File: src/rtl/imem_boot_loader_pkg.sv
// Shared definitions for the serial instruction-memory boot loader:
// FSM state encoding, the default frame marker and the checksum step.
package imem_boot_loader_pkg;

    typedef enum logic [2:0] {
        ST_IDLE  = 3'd0,
        ST_COUNT = 3'd1,
        ST_DATA  = 3'd2,
        ST_CSUM  = 3'd3,
        ST_DONE  = 3'd4,
        ST_ERROR = 3'd5
    } state_t;

    localparam logic [7:0] SYNC_BYTE_DEFAULT = 8'hA5;

    // 8-bit wrap-around running sum used for the frame checksum
    function automatic logic [7:0] csum_add(input logic [7:0] acc, input logic [7:0] b);
        return acc + b;
    endfunction

endpackage

File: src/rtl/imem_loader_timeout.sv
// Clearable inter-byte timeout counter: counts enabled idle clocks and flags
// expiry once CYCLES-1 clocks have elapsed since the last clear.
module imem_loader_timeout #(
    parameter int unsigned CYCLES = 1000000
) (
    input  logic clk,
    input  logic reset,
    input  logic clear,
    input  logic enable,
    output logic expired
);

    localparam int unsigned W = (CYCLES > 1) ? $clog2(CYCLES) : 1;
    localparam logic [W-1:0] LAST = W'(CYCLES - 1);

    logic [W-1:0] count;

    assign expired = enable && (count == LAST);

    // Elapsed-clock register; saturates at LAST so expiry stays asserted
    always_ff @(posedge clk) begin
        if (reset) begin
            count <= '0;
        end else if (clear) begin
            count <= '0;
        end else if (enable && (count != LAST)) begin
            count <= count + W'(1);
        end else begin
            count <= count;
        end
    end

endmodule

File: src/rtl/imem_boot_loader.sv
// Boot loader: receives a framed byte stream, writes big-endian words into
// instruction memory from address 0, checks the checksum and restarts the CPU.
module imem_boot_loader
    import imem_boot_loader_pkg::*;
#(
    parameter logic [7:0]  SYNC_BYTE      = SYNC_BYTE_DEFAULT,
    parameter int unsigned ADDR_WIDTH     = 8,
    parameter int unsigned TIMEOUT_CYCLES = 1000000
) (
    input  logic                  clk,
    input  logic                  reset,
    input  logic                  rx_valid,
    input  logic [7:0]            rx_data,
    output logic                  imem_we,
    output logic [ADDR_WIDTH-1:0] imem_waddr,
    output logic [31:0]           imem_wdata,
    output logic                  cpu_hold,
    output logic                  cpu_restart,
    output logic                  load_done,
    output logic                  load_error
);

    state_t                state, state_n;
    logic [ADDR_WIDTH-1:0] word_cnt, word_cnt_n;
    logic [1:0]            byte_cnt, byte_cnt_n;
    logic [31:0]           shift, shift_n;
    logic [7:0]            csum, csum_n;
    logic                  we_n, restart_n, hold_n, done_n, error_n;
    logic [ADDR_WIDTH-1:0] waddr_n;
    logic [31:0]           wdata_n;
    logic                  in_frame, expired;

    assign in_frame = (state == ST_COUNT) || (state == ST_DATA) || (state == ST_CSUM);

    imem_loader_timeout #(.CYCLES(TIMEOUT_CYCLES)) u_timeout (
        .clk     (clk),
        .reset   (reset),
        .clear   (rx_valid || !in_frame),
        .enable  (in_frame),
        .expired (expired)
    );

    // Next-state and next-output logic for the frame parser
    always_comb begin
        state_n    = state;
        word_cnt_n = word_cnt;
        byte_cnt_n = byte_cnt;
        shift_n    = shift;
        csum_n     = csum;
        we_n       = 1'b0;
        restart_n  = 1'b0;
        hold_n     = cpu_hold;
        done_n     = load_done;
        error_n    = load_error;
        wdata_n    = imem_wdata;
        // The address advances only after its write cycle has been presented
        if (imem_we) begin
            waddr_n = imem_waddr + ADDR_WIDTH'(1);
        end else begin
            waddr_n = imem_waddr;
        end

        case (state)
            ST_IDLE, ST_ERROR: begin
                if (rx_valid && (rx_data == SYNC_BYTE)) begin
                    state_n = ST_COUNT;
                    hold_n  = 1'b1;
                    done_n  = 1'b0;
                    error_n = 1'b0;
                    csum_n  = 8'd0;
                end else begin
                    state_n = state;
                end
            end
            ST_COUNT: begin
                if (rx_valid) begin
                    word_cnt_n = ADDR_WIDTH'(rx_data);
                    csum_n     = csum_add(csum, rx_data);
                    waddr_n    = '0;
                    byte_cnt_n = 2'd0;
                    state_n    = ST_DATA;
                end else if (expired) begin
                    state_n = ST_ERROR;
                    error_n = 1'b1;
                end else begin
                    state_n = ST_COUNT;
                end
            end
            ST_DATA: begin
                if (rx_valid) begin
                    shift_n    = {shift[23:0], rx_data};
                    csum_n     = csum_add(csum, rx_data);
                    byte_cnt_n = byte_cnt + 2'd1;
                    if (byte_cnt == 2'd3) begin
                        we_n       = 1'b1;
                        wdata_n    = {shift[23:0], rx_data};
                        word_cnt_n = word_cnt - ADDR_WIDTH'(1);
                        state_n    = (word_cnt == '0) ? ST_CSUM : ST_DATA;
                    end else begin
                        state_n = ST_DATA;
                    end
                end else if (expired) begin
                    state_n = ST_ERROR;
                    error_n = 1'b1;
                end else begin
                    state_n = ST_DATA;
                end
            end
            ST_CSUM: begin
                if (rx_valid && (rx_data == csum)) begin
                    state_n   = ST_DONE;
                    hold_n    = 1'b0;
                    restart_n = 1'b1;
                    done_n    = 1'b1;
                end else if (rx_valid || expired) begin
                    state_n = ST_ERROR;
                    error_n = 1'b1;
                end else begin
                    state_n = ST_CSUM;
                end
            end
            ST_DONE: begin
                state_n = ST_IDLE;
            end
            default: begin
                state_n = ST_IDLE;
            end
        endcase
    end

    // State, datapath and registered-output update
    always_ff @(posedge clk) begin
        if (reset) begin
            state       <= ST_IDLE;
            word_cnt    <= '0;
            byte_cnt    <= 2'd0;
            shift       <= 32'd0;
            csum        <= 8'd0;
            imem_we     <= 1'b0;
            imem_waddr  <= '0;
            imem_wdata  <= 32'd0;
            cpu_hold    <= 1'b0;
            cpu_restart <= 1'b0;
            load_done   <= 1'b0;
            load_error  <= 1'b0;
        end else begin
            state       <= state_n;
            word_cnt    <= word_cnt_n;
            byte_cnt    <= byte_cnt_n;
            shift       <= shift_n;
            csum        <= csum_n;
            imem_we     <= we_n;
            imem_waddr  <= waddr_n;
            imem_wdata  <= wdata_n;
            cpu_hold    <= hold_n;
            cpu_restart <= restart_n;
            load_done   <= done_n;
            load_error  <= error_n;
        end
    end

endmodule
File: config.mk
export PLATFORM = sky130hd
export DESIGN_NAME = imem_boot_loader
export DESIGN_NICKNAME = d
export VERILOG_FILES = /design/src/rtl/imem_boot_loader_pkg.sv /design/src/rtl/imem_loader_timeout.sv /design/src/rtl/imem_boot_loader.sv
export SDC_FILE = /design/constraint.sdc
export NUM_CORES = 1
export LEC_CHECK = 0
export CAP_MARGIN = 20
export CORE_ASPECT_RATIO = 1.75
export CORE_MARGIN = 2
export CORE_UTILIZATION = 37
export DETAILED_ROUTE_END_ITERATION = 16
export GPL_ROUTABILITY_DRIVEN = 0
export HOLD_SLACK_MARGIN = 0.1
export MAX_ROUTING_LAYER = met4
export PLACE_DENSITY = 0.61
export SLEW_MARGIN = 20
export SYNTH_ARGS = -nofsm -noshare
export SYNTH_HDL_FRONTEND = slang
export SYNTH_SLANG_ARGS = --single-unit
File: constraint.sdc
create_clock -name clk -period 3.2 [get_ports clk]
set_input_delay 0.96 -clock clk [delete_from_list [all_inputs] [get_ports clk]]
set_output_delay 0.96 -clock clk [all_outputs]
set_load 0.05 [all_outputs]
=== Yosys cells after proc, flatten, opt, wreduce, memory -nomap -nowiden ===
Cells that the tools add are included.

* Bits in registers: 110
* Bits in latches: 0
* RAM bits: 0
* Memory bits (read-only): 0
* Output and inout port bits: 45
* Memories: 0

* Add/subtract/negate cells: 5
* Multiply operators: 0
* Div/mod/pow operators: 0
* Order comparisons: 0
* Equal/unequal tests: 19
* Shift-type cells: 0
* Muxes and demuxes: 36
* Bitwise logic cells: 3
* Reductions and logical operators: 27

{| class="wikitable"
|+ Operator list
! kind !! count
|-
| $mux W8 || 8
|-
| $pmux W8 S2 || 2
|-
| $mux W3 || 7
|-
| $add A20 B1 Y20 const B || 1
|-
| $eq A20 B20 Y1 const B || 1
|-
| $ne A20 B20 Y1 const B || 1
|-
| $mux W1 || 12
|-
| $pmux W3 S4 || 1
|-
| $reduce_and A3 Y1 || 4
|-
| $ne A2 B1 Y1 const B || 5
|-
| $ne A2 B2 Y1 const B || 5
|-
| $add A8 B1 Y8 const B || 1
|-
| $add A8 B8 Y8 || 1
|-
| $eq A8 B8 Y1 || 1
|-
| $eq A8 B8 Y1 const B || 1
|-
| $logic_not A8 Y1 || 1
|-
| $reduce_or A2 Y1 || 4
|-
| $sub A8 B1 Y8 const B || 1
|-
| $eq A3 B2 Y1 const B || 2
|-
| $reduce_and A6 Y1 || 1
|-
| $reduce_bool A2 Y1 || 3
|-
| $logic_and A1 B1 Y1 || 4
|-
| $logic_or A1 B1 Y1 || 4
|-
| $mux W2 || 2
|-
| 14 further kinds || 17
|}

=== Depth between registers and ports, before layout ===
Gate-level depths: netlist of the first run.

* Word-level depth: 8
* Mapped depth: 8
* Depth with buffers taken out: 8

=== Modules after synthesis ===
A second synthesis of the first run with hierarchy kept.

* Cells, all modules: 606
* Area total of the unflattened synthesis: 4983.5 um^2

{| class="wikitable"
|+ By module, submodules not included
! module !! instances !! cells each !! area an instance (um^2)
|-
| imem_boot_loader || 1 || 494 || 4035.1
|-
| imem_loader_timeout || 1 || 112 || 948.4
|}

=== Worst setup path before layout of the first run ===
No wires, ideal clock.

* Path type: input to register
* Start point: input port rx_data[1]
* End point: register csum[7]
* Arrival: 2435 ps
* Setup slack: 647 ps
* Stages: 7
* Path buffers: 0
* Cells stage by stage: ha_1 > a21o_1 > a41oi_1 > o21ai_0 > o31ai_1 > mux2_2 > mux2i_1

* Cells in the longest elaborated chain, start to end: 4
* Elaborated cells on any way between the ends: 7
* Those cells by class: add/sub: 1; eq/ne: 2; mux: 2; reduce/logical: 2

{| class="wikitable"
|+ RTL lines
! element !! RTL line !! RTL
|-
| start, declared || imem_boot_loader.sv:13 || <nowiki>input logic [7:0] rx_data,</nowiki>
|-
| parallel branches: the longest is 4 deep, another holds $add A8 B8 Y8 || -- ||
|-
| end signal, assigned || imem_boot_loader.sv:151 || <nowiki>csum <= csum_n;</nowiki>
|-
| end, declared || imem_boot_loader.sv:27 || <nowiki>logic [7:0] csum, csum_n;</nowiki>
|}

Several ways; the timed one is not identified. The select of a mux whose other input is x is not followed.
A chain may end at the register's enable or synchronous reset.

=== Worst setup path in the final report of the first run ===
Same ends and word-level chain as after synthesis.

==> reports/results.tsv, run 1 <==
stage	metric	value	unit
die	pin_count	56	
sta	finalSetupViolCount	0	
pwr	clkPwrFrac	42.0	%
global_routing	globalRouteMet1Util	19.9	%
synth	synth-seq-cells	110	
die	die_area	14000	µm²
global_routing	busiest_layer	met2	
finish	final_common_cell	nand2_1	
placement	dp_cells	804	
die	fp.coreArea	12800	µm²
cts	clkLatencyLatePin	340	ps
pwr	powerDensity	427	nW/µm²
synth	yosys.cell_types.count	55	
global_routing	grt_overflow	0	
cts	post_cts_resized	0	
worst_setup_path	crit_chain	clkdlybuf4s50_1 > ha_1 > a21o_1 > a41oi_1 > o21ai_0 > o31ai_1 > mux2_2 > mux2i_1	
cts	cts_hold_buf	0	
worst_setup_path	end_kind	flop	
global_routing	grt_pass1_vias	4210	
sta	hold_viol	0	
worst_setup_path	crit_required	3430	ps
sta	final_max_slew_viol_count	0	
global_routing	grt_max_degree	35	
job	cap_violations	0	
sta	holdWs	458	ps
placement	portBuffers	55	
worst_setup_path	crit_buf_inv	1	
routing	ant_nets	0	
routing	drc	0	
worst_setup_path	path_class	in2reg	
finish	final_cell_mix	nand2_1 (152), dfxtp_1 (110), a21oi_1 (74), nor2_1 (55), clkdlybuf4s50_1 (54)	
cts	clkTransAtPathRegs	80	ps
synth	syn_area_per_cell	8.15	µm²
sta	timing.final.crit_period	2830	ps
sta	clock_skew	7.53	ps
cts	cts_num_sinks	110	
synth	synth_edf_count	0	
cts	cts_htree_levels	3	
synth	synth.top_cells.by_area	dfxtp_1 (46%), nand2_1 (12%), a21oi_1 (7.7%), nor2_1 (4.3%), xor2_1 (3.3%)	
worst_setup_path	startpoint_type	primary input	
pwr	internal_power	0.00194	W
global_routing	gr-usage-met3	2.95	%
finish	areaGrowthSynthToFinish	22.1	%
routing	dr.pass1.iters	4	
synth	synth_area_leader_cell	dfxtp_1	
routing	first_iter_violations	175	
sta	tightest_slew	692	ps
die	initial_utilization	37.6	%
finish	nNetsFinal	668	
pwr	sw_frac_of_total	22.7	%
worst_setup_path	crit_arrival	3070	ps
sta	slew_headroom	53.7	%
pwr	peakVddDrop	0.000297	V
cts	postCtsSetupRepairBufs	0	
die	die-height	155	µm
routing	avgViaCountPerCell	5.13	
routing	routed_wirelength	12200	µm
placement	place_hpwl	8870	µm
min_path	hold_path.class	reg2reg	
outcome	outcome	finished clean	
routing	wl_per_cell	14.9	µm
worst_setup_path	cp_top_family	compound AO/OA/AOI/OAI gates	
synth	yosys_warnings	0	
finish	drive_gt1_share	7.72	%
cts	cts.root.buffer_cell	clkbuf_16	
synth	synth_area	4820	µm²
pwr	combPwrFrac	3.5	%
finish	fillers	1295	
sta	period_share	88.5	%
cts	clockBufferDepth	2	
finish	n_antenna_cell	0	
finish	instances_no_fill	819	
global_routing	antenna_found_initial	0	
synth	async_flop_share	0	%
worst_setup_path	crit_fanout	2	
global_routing	grt_use_met2	32.9	%
finish	multi_input_area	2470	µm²
global_routing	grt_pass1_wl	20500	µm
die	die_width	90.2	µm
placement	postPlaceCellArea	5600	µm²
sta	rsz0062_at_grt	false	
pwr	p_sw	0.000571	W
synth	synth_top_area_share	45.7	%
finish	regArea	2200	µm²
cts	cts_tree	done	
pwr	power_frac_seq	54.5	%
synth	synth_seq_area_share	45.7	%
sta	fmax	353	MHz
cts	numCtsBuffers	9	
worst_setup_path	cpPeakStageDelay	440	ps
synth	syn_nets	615	
worst_setup_path	critPathSlowestCell	clkdlybuf4s50_1	
pwr	power_leakage	1.97	nW
routing	vias	4203	
global_routing	grt.total_usage	18.6	%
finish	post-route-cell-area	5880	µm²
sta	setup_tns	0	ps
synth	synthFlopType	dfxtp_1	
synth	synth_cells	591	
die	rows	55	
[worst min-delay path: stages (launching register included)]
cell	delay, ps
dfxtp_1	310
nand2_1	50
a21oi_1	50
[state kept, by name, indices dropped and copies added, names as in the netlist]
| name | count |
|---|---|
| u_timeout.count | 20 |
| csum | 8 |
| shift | 24 |
| cpu_restart | 1 |
| imem_waddr | 8 |
| byte_cnt | 2 |
| cpu_hold | 1 |
| word_cnt | 8 |
| imem_wdata | 32 |
| load_error | 1 |
| load_done | 1 |
| state | 3 |
| imem_we | 1 |
[power by group through the flow]
stage,Combinational (W),Clock (W),Sequential (W)
6_report,0.0000868,0.00106,0.00137
5_1_grt,0.0000950,0.00114,0.00137
4_1_cts,0.0000871,0.00109,0.00137
3_5_place_dp,0.0000865,0,0.00140
3_3_place_gp,0.0000861,0,0.00140
2_1_floorplan,0.0000456,0,0.00140
[layer usage]
metal,routed length [µm],vias up
met4,487,0
met5,0,-
li1,-,2114
met2,6470,71
met1,4880,1998
met3,389,20
[metrics by stage]
stage               utilization [%]  total power (W)  setup WS [ps]
floorplan                         -          0.00145            647
CTS                            45.9          0.00255            382
global placement               43.8          0.00149           66.9
global route                   45.9          0.00261            280
finish                         45.9          0.00251            367
detailed placement             43.8          0.00149           36.0
[area by class of cell]
type	instances	share of cell area, %
Clock buffer	9	3.83
Timing Repair Buffer	73	11.8
Inverter	6	0.383
Multi-Input combinational cell	444	42.0
Tap cell	171	3.64
Clock inverter	6	0.936
Sequential cell	110	37.4
[worst paths after layout]
check	slack, ps	to	cells past startpoint	start
min reg2reg	460	imem_wdata[17]$_SDFFE_PP0P_	2	imem_wdata[17]$_SDFFE_PP0P_
min	460	imem_wdata[17]$_SDFFE_PP0P_	2	imem_wdata[17]$_SDFFE_PP0P_
max	370	csum[7]$_SDFFE_PP0P_	8	rx_data[1]
max reg2reg	970	csum[6]$_SDFFE_PP0P_	6	state[0]$_SDFFE_PP0P_
[synth_stat cells, types with 8 or more instances]
| master | number |
|---|---|
| ha_1 | 12 |
| or3_1 | 8 |
| a21oi_1 | 74 |
| xnor2_1 | 11 |
| nor2_1 | 55 |
| xor2_1 | 18 |
| o21ai_0 | 12 |
| a22oi_1 | 12 |
| nand2_1 | 152 |
| dfxtp_1 | 110 |
| nand4_1 | 8 |
| clkbuf_1 | 26 |
[logic make-up (layout without fill, tap and decap cells)]
family          after synthesis  count (layout)  share of synthesized area, %
compound gates              128             128                          15.9
xor+xnor                     29              29                          5.27
fa+ha+maj                    13              13                          3.53
buf+inv                      37              94                          3.12
flops                       110             110                          45.7
mux                           5               5                          1.07
simple gates                269             269                          25.4
No activity file was read; power rests on OpenSTA's default activity.
==> inputs of run 2 (changes only) <==
--- a/config.mk
+++ b/config.mk
@@ -8,12 +8,13 @@
 export CAP_MARGIN = 20
 export CORE_ASPECT_RATIO = 1.75
 export CORE_MARGIN = 2
-export CORE_UTILIZATION = 37
+export CORE_UTILIZATION = 30
+export CTS_BUF_LIST = sky130_fd_sc_hd__clkbuf_16
 export DETAILED_ROUTE_END_ITERATION = 16
 export GPL_ROUTABILITY_DRIVEN = 0
 export HOLD_SLACK_MARGIN = 0.1
 export MAX_ROUTING_LAYER = met4
-export PLACE_DENSITY = 0.61
+export PLACE_DENSITY = 0.52
 export SLEW_MARGIN = 20
 export SYNTH_ARGS = -nofsm -noshare
 export SYNTH_HDL_FRONTEND = slang
==> run 2 against run 1 <==
Setup slack gained 47 ps. Worst hold slack got worse by 1.8 ps. Sequential power barely moved. Critical path type unchanged. Largest power group unchanged. Highest routed layer unchanged.
==> reports/results.tsv, run 2 (synthesis results as in run 1) <==
stage	metric	value	unit	change
outcome	outcome	finished clean		
cts	cts.root.buffer_cell	clkbuf_16		
placement	portBuffers	55		unchanged
cts	clkTransAtPathRegs	80	ps	about the same
die	fp.coreArea	15800	µm²	+23%
cts	cts_hold_buf	0		unchanged
routing	dr.pass1.iters	7		+3
routing	drc	0		unchanged
finish	regMostFlops	imem_wdata		
worst_setup_path	crit_required	3440	ps	about the same
pwr	power_leakage	1.99	nW	+1.1%
pwr	powerDensity	445	nW/µm²	+4.2%
sta	final_max_slew_viol_count	0		unchanged
finish	fin_util	37.6	%	-8.3 points
cts	post_cts_resized	0		unchanged
sta	fmax	359	MHz	+1.7%
min_path	hold_path.class	reg2reg		
finish	n_antenna_cell	0		unchanged
worst_setup_path	critPathSlowestCell	clkdlybuf4s50_1		
die	die-height	172	µm	+11%
worst_setup_path	crit_fanout	2		unchanged
cts	cts_tree	done		
sta	slew_headroom	55.4	%	+1.7 points
worst_setup_path	reg2reg_to	csum[2]$_SDFFE_PP0P_		
routing	ant_nets	0		unchanged
finish	largest_register_ffs	32		unchanged
sta	finalSetupViolCount	0		unchanged
global_routing	grt_pass1_wl	20800	µm	+1.4%
finish	post-route-cell-area	5940	µm²	+1.1%
finish	final_common_cell	nand2_1		
worst_setup_path	crit_start	rx_data[1]		
sta	hold_viol	0		unchanged
die	initial_utilization	30.5	%	-7.1 points
cts	cts_htree_levels	3		unchanged
worst_setup_path	endpoint	csum[7]$_SDFFE_PP0P_		
routing	wl_per_cell	15.3	µm	+2.4%
placement	pre_cts_ws	56.1	ps	+20.1 ps
die	die_width	99.8	µm	+11%
routing	vias	4244		+0.98%
worst_setup_path	end_kind	flop		
routing	avgViaCountPerCell	5.06		-1.4%
routing	routed_wirelength	12800	µm	+4.9%
worst_setup_path	rrSetupSlack	910	ps	-60 ps
worst_setup_path	path_class	in2reg		
sta	clock_skew	11.1	ps	+3.57 ps
worst_setup_path	worst_r2r_path_depth	6		unchanged
finish	instances_no_fill	839		+2.4%
worst_setup_path	cpPeakStageDelay	430	ps	about the same
worst_setup_path	startpoint_type	primary input		
die	die_area	17100	µm²	+22%
sta	setup_tns	0	ps	unchanged
sta	timing.final.crit_period	2790	ps	-46.5 ps
cts	numCtsBuffers	9		unchanged
finish	drive_gt1_share	8.00	%	+0.28 points
cts	postCtsSetupRepairBufs	0		unchanged
die	rows	61		+11%
cts	clockBufferDepth	2		unchanged
cts	clkLatencyLatePin	350	ps	about the same
worst_setup_path	cp_num_cells	8		unchanged
worst_setup_path	crit_arrival	3030	ps	-40 ps
sta	period_share	87.1	%	-1.5 points
finish	areaGrowthSynthToFinish	23.4	%	
placement	dp_cells	823		+2.4%
sta	rsz0062_at_grt	false		
job	cap_violations	0		unchanged
global_routing	grt_pass1_vias	4122		-2.1%
worst_setup_path	cp_top_family	compound AO/OA/AOI/OAI gates		
worst_setup_path	crit_chain	clkdlybuf4s50_1 > ha_1 > a21o_1 > a41oi_1 > o21ai_0 > o31ai_1 > mux2_2 > mux2i_1		
die	pin_count	56		unchanged
routing	first_iter_violations	331		+89%
pwr	peakVddDrop	0.000249	V	-16%
global_routing	antenna_found_initial	0		unchanged
placement	place_hpwl	9240	µm	+4.2%
cts	cts_num_sinks	110		unchanged
global_routing	grt.total_usage	15.7	%	-2.9 points
finish	reg_top3	imem_wdata x32, shift x24, u_timeout.count x20		
sta	fin_ws	414	ps	+46.5 ps
finish	nNetsFinal	669		+0.15%
worst_setup_path	regToRegStartpoint	state[0]$_SDFFE_PP0P_		
global_routing	grt_max_degree	49		+40%
placement	postPlaceCellArea	5630	µm²	+0.54%
global_routing	grt_overflow	0		unchanged
worst_setup_path	crit_buf_inv	1		unchanged
finish	final_cell_mix	nand2_1 (152), dfxtp_1 (110), a21oi_1 (74), nor2_1 (55), clkdlybuf4s50_1 (54)		
sta	tightest_slew	667	ps	-25.3 ps
[run 2: metrics by stage]
| stage | hold WS, ps | power, W |
|---|---|---|
| floorplan | 432 | 0.00145 |
| finish | 456 | 0.00264 |
| global route | 477 | 0.00273 |
| CTS | 458 | 0.00269 |
| detailed placement | 446 | 0.00149 |
| global placement | 445 | 0.00149 |
[run 2: per-layer routing]
| layer | part of all wire (%) | global-route usage (%) | wire (µm) |
|---|---|---|---|
| met5 | 0 | - | 0 |
| met4 | 3.3 | 6.91 | 427 |
| met3 | 3.2 | 2.36 | 409 |
| met2 | 53 | 27.9 | 6790 |
| met1 | 40 | 17.3 | 5190 |
[run 2: where the power goes]
part | switching [W] | internal [W] | leakage [nW]
combinational | 0.0000531 | 0.0000348 | 0.952
clock | 0.000559 | 0.000628 | 0.154
sequential | 0.00000118 | 0.00137 | 0.885
total | 0.000614 | 0.00203 | 1.99
[run 2: tightest hold or removal path: stages, from the launching register on]
cell     delay, ps
dfxtp_1        310
nand2_1         50
a21oi_1         50
[run 2: layout make-up]
class / instances / area (µm²)
flip-flops and latches: 110 / 2200
multi-input cells: 444 / 2470
well taps: 189 / 236
clock buffers: 9 / 225
inverters: 6 / 22.5
fillers: 1617 / 9860
clock inverters: 7 / 87.6
repair buffers: 74 / 701
[run 2: how the worst min path moves through the flow]
stage / slack, ps / to / cells after the start / startpoint
2_1_floorplan: 430 / imem_wdata[24]$_SDFFE_PP0P_ / 2 / shift[16]$_SDFFE_PP0P_
3_3_place_gp: 450 / shift[17]$_SDFFE_PP0P_ / 2 / shift[17]$_SDFFE_PP0P_
3_5_place_dp: 450 / imem_wdata[25]$_SDFFE_PP0P_ / 2 / shift[17]$_SDFFE_PP0P_
4_1_cts: 460 / imem_wdata[24]$_SDFFE_PP0P_ / 2 / shift[16]$_SDFFE_PP0P_
5_1_grt: 480 / imem_wdata[0]$_SDFFE_PP0P_ / 2 / imem_wdata[0]$_SDFFE_PP0P_
6_report: 460 / imem_wdata[24]$_SDFFE_PP0P_ / 2 / shift[16]$_SDFFE_PP0P_
==> inputs of run 3 (changes only) <==
--- a/config.mk
+++ b/config.mk
@@ -18,4 +18,5 @@
 export SLEW_MARGIN = 20
 export SYNTH_ARGS = -nofsm -noshare
 export SYNTH_HDL_FRONTEND = slang
+export SYNTH_HIERARCHICAL = 1
 export SYNTH_SLANG_ARGS = --single-unit
==> run 3 against run 2 <==
Clock power decreased by 4%. Synthesized cell count increased by 2.5%. Die area increased by 3.4%. Via count increased by 2.4%. Area after synthesis increased by 3.5%. Total power decreased by 1.9%. Clock-buffer cell count unchanged. Global-route usage decreased by 0.78 points. Sequential power about the same. Critical path depth decreased by 1. Final area increased by 3.6%. Flip-flop and latch count unchanged. Largest cell class unchanged.
==> reports/results.tsv, run 3 <==
stage	metric	value	unit	change
outcome	outcome	finished clean		
sta	hold_viol	0		unchanged
finish	final_cell_mix	nand2_1 (140), dfxtp_1 (110), a21oi_1 (74), clkdlybuf4s50_1 (54), nor2_1 (51)		
global_routing	grt_pass1_vias	4223		+2.5%
die	rows	62		+1.6%
cts	clkLatencyLatePin	350	ps	about the same
die	fp.coreArea	16400	µm²	+3.6%
sta	final_max_slew_viol_count	0		unchanged
worst_setup_path	crit_fanout	4		+2
cts	cts_tree	done		
cts	cts_htree_levels	3		unchanged
placement	portBuffers	55		unchanged
synth	synth_edf_count	0		unchanged
synth	synth-seq-cells	110		unchanged
pwr	finalPower	0.00259	W	-1.9%
finish	areaGrowthSynthToFinish	23.5	%	about the same
synth	yosys.area_share.simple	26.7	%	+1.3 points
finish	drive_gt1_share	8.82	%	+0.82 points
pwr	p_sw	0.000629	W	+2.5%
synth	synth_area	4980	µm²	+3.5%
finish	nNetsFinal	688		+2.8%
pwr	power_frac_seq	52.7	%	+0.9 points
global_routing	grt_overflow	0		unchanged
sta	slew_headroom	41.5	%	-14 points
routing	vias	4345		+2.4%
synth	syn_nets	630		+2.4%
global_routing	gr-usage-met3	2.21	%	-0.15 points
synth	synth_fa_ha_area_share	3.41	%	-0.12 points
synth	yosysMostFrequentCell	nand2_1		
cts	numCtsBuffers	9		unchanged
sta	rsz0062_at_grt	false		
finish	n_antenna_cell	0		unchanged
routing	avgViaCountPerCell	4.87		-3.8%
finish	fillers	1692		+4.6%
global_routing	antenna_found_initial	0		unchanged
synth	synth_area_leader_cell	dfxtp_1		
die	initial_utilization	30.4	%	-0.036 points
worst_setup_path	end_kind	flop		
sta	fmax	349	MHz	-2.7%
finish	regMostFlops	imem_wdata		
cts	postCtsSetupRepairBufs	0		unchanged
global_routing	grt_use_met2	26.9	%	-0.95 points
sta	clock_skew	9.89	ps	-1.21 ps
synth	synth_seq_area_share	44.2	%	-1.5 points
sta	tightest_slew	873	ps	+206 ps
pwr	powerDensity	421	nW/µm²	-5.3%
worst_setup_path	critPathSlowestCell	or4b_4		
global_routing	grt.total_usage	14.9	%	-0.78 points
worst_setup_path	crit_arrival	3060	ps	+30 ps
synth	synth.top_cells.by_area	dfxtp_1 (44%), nand2_1 (11%), a21oi_1 (7.4%), nor2_1 (3.8%), ha_1 (3.0%)		
synth	synth_top_family_by_area	simple AND/OR/NAND/NOR gates		
global_routing	busiest_layer	met2		
cts	cts_num_sinks	110		unchanged
sta	period_share	89.4	%	+2.4 points
pwr	internal_power	0.00197	W	-3.2%
sta	timing.final.crit_period	2860	ps	+75.9 ps
synth	synth_cells	606		+2.5%
synth	yosys-top-cells-count	nand2_1 (140), dfxtp_1 (110), a21oi_1 (74)		
cts	clkTransAtPathRegs	80	ps	about the same
finish	reg_top3	imem_wdata x32, shift x24, u_timeout/count x20		
die	pin_count	56		unchanged
global_routing	grt_pass1_wl	20600	µm	-1.3%
worst_setup_path	path_class	in2reg		
cts	clockBufferDepth	2		unchanged
cts	cts_hold_buf	0		unchanged
placement	postPlaceCellArea	5840	µm²	+3.8%
synth	yosys.cell_types.count	68		+24%
worst_setup_path	startpoint_type	primary input		
pwr	sw_frac_of_total	24.2	%	+1.0 points
routing	routed_wirelength	12400	µm	-3.0%
routing	drc	0		unchanged
die	die_area	17700	µm²	+3.4%
worst_setup_path	cpPeakStageDelay	570	ps	+140 ps
die	die-height	175	µm	+1.7%
pwr	power_leakage	2.06	nW	+3.4%
routing	dr.pass1.iters	4		-3
pwr	clkPwrFrac	43.9	%	-1.0 points
synth	synthFlopType	dfxtp_1		
job	cap_violations	0		unchanged
routing	ant_nets	0		unchanged
synth	synthMuxAreaShare	0.603	%	-0.46 points
synth	synth_compound_area_share	16.7	%	+0.85 points
finish	largest_register_ffs	32		unchanged
min_path	hold_path.class	reg2reg		
placement	place_hpwl	9110	µm	-1.4%
cts	post_cts_resized	0		unchanged
finish	post-route-cell-area	6160	µm²	+3.6%
synth	async_flop_share	0	%	unchanged
worst_setup_path	crit_chain	clkdlybuf4s50_1 > ha_1 > nor4_1 > nand3_1 > or4b_4 > nand3b_1 > a21oi_1		
global_routing	grt_max_degree	81		+65%
cts	cts.root.buffer_cell	clkbuf_16		
synth	synthXorXnorAreaFrac	4.39	%	-0.88 points
synth	yosys_warnings	6		+6
finish	final_common_cell	nand2_1		
routing	wl_per_cell	13.9	µm	-8.9%
pwr	peakVddDrop	0.000272	V	+9.3%
sta	finalSetupViolCount	0		unchanged
global_routing	globalRouteMet1Util	16.4	%	-0.83 points
synth	synth_top_area_share	44.2	%	-1.5 points
die	die_width	101	µm	+1.7%
worst_setup_path	crit_required	3400	ps	-40 ps
pwr	combPwrFrac	3.4	%	about the same
routing	first_iter_violations	180		-46%
synth	syn_area_per_cell	8.22	µm²	+0.92%
## run 3: cell count changes after synthesis, moves of 4 or more
cell / delta
nand3b_1: +4
nand2b_1: -6
nor2_1: -4
buf_4: +6
inv_1: +7
o211ai_1: +8
clkbuf_1: -6
or4_1: +6
and4_1: -4
o21ai_1: -4
nand3_1: +11
nand2_1: -12
## run 3: power groups by stage
stage / clock network, W / logic (W) / registers (W)
6_report: 0.00114 / 0.0000874 / 0.00137
3_5_place_dp: 0 / 0.0000883 / 0.00140
5_1_grt: 0.00124 / 0.0000957 / 0.00137
2_1_floorplan: 0 / 0.0000440 / 0.00140
4_1_cts: 0.00118 / 0.0000888 / 0.00137
3_3_place_gp: 0 / 0.0000877 / 0.00140
## run 3: cell type report
type / instances / area (µm²) / share of cell area, %
Multi-Input combinational cell: 452 / 2580 / 42.0
Sequential cell: 110 / 2200 / 35.8
Timing Repair Buffer: 78 / 731 / 11.9
Tap cell: 224 / 280 / 4.55
Clock buffer: 9 / 225 / 3.66
Clock inverter: 7 / 86.3 / 1.40
Inverter: 13 / 48.8 / 0.793
## run 3: critical path: cells and delay by family
kind / cells / cell delay (ps)
buffers and inverters: 1 / 460
and+or+nand+nor: 4 / 1230
adders and majority gates: 1 / 340
AOI/OAI and AO/OA: 1 / 60
## run 3: cells by family (layout without fill, tap and decap cells)
kind of cell | after synthesis | count (layout)
xor gates and xnor gates | 25 | 25
adders and majority gates | 13 | 13
muxes | 3 | 3
and+or+nand+nor | 278 | 278
buffers and inverters | 44 | 107
AOI/OAI and AO/OA | 133 | 133
DFF | 110 | 110
## run 3: path summary, 6_finish.rpt
check | startpoint | to | slack [ps] | depth (start not counted)
worst min register to register | imem_wdata[26]$_SDFFE_PP0P_ | imem_wdata[26]$_SDFFE_PP0P_ | 460 | 2
worst max register to register | state[0]$_SDFFE_PP0P_ | load_error$_SDFFE_PP0P_ | 780 | 9
worst max-delay path | rx_data[4] | load_error$_SDFFE_PP0P_ | 340 | 7
worst min-delay path | imem_wdata[26]$_SDFFE_PP0P_ | imem_wdata[26]$_SDFFE_PP0P_ | 460 | 2
## run 3: metrics by stage
step | util [%] | TNS, ps | worst slack (ps) | hold slack, ps | instances
after global placement | 35.7 | -13.4 | -13.4 | 446 | 877
after CTS | 37.6 | 0 | 342 | 458 | 893
final | 37.6 | 0 | 338 | 455 | 893
after global routing | 37.6 | 0 | 208 | 477 | 893
after detailed placement | 35.7 | -32.8 | -32.8 | 447 | 877
after floorplan | - | 0 | 555 | 432 | 606
## run 3: per-layer routing
metal / up-vias / routed length (µm)
met5: - / 0
met4: 0 / 176
met3: 12 / 232
met2: 51 / 6940
met1: 2066 / 5080
li1: 2216 / -
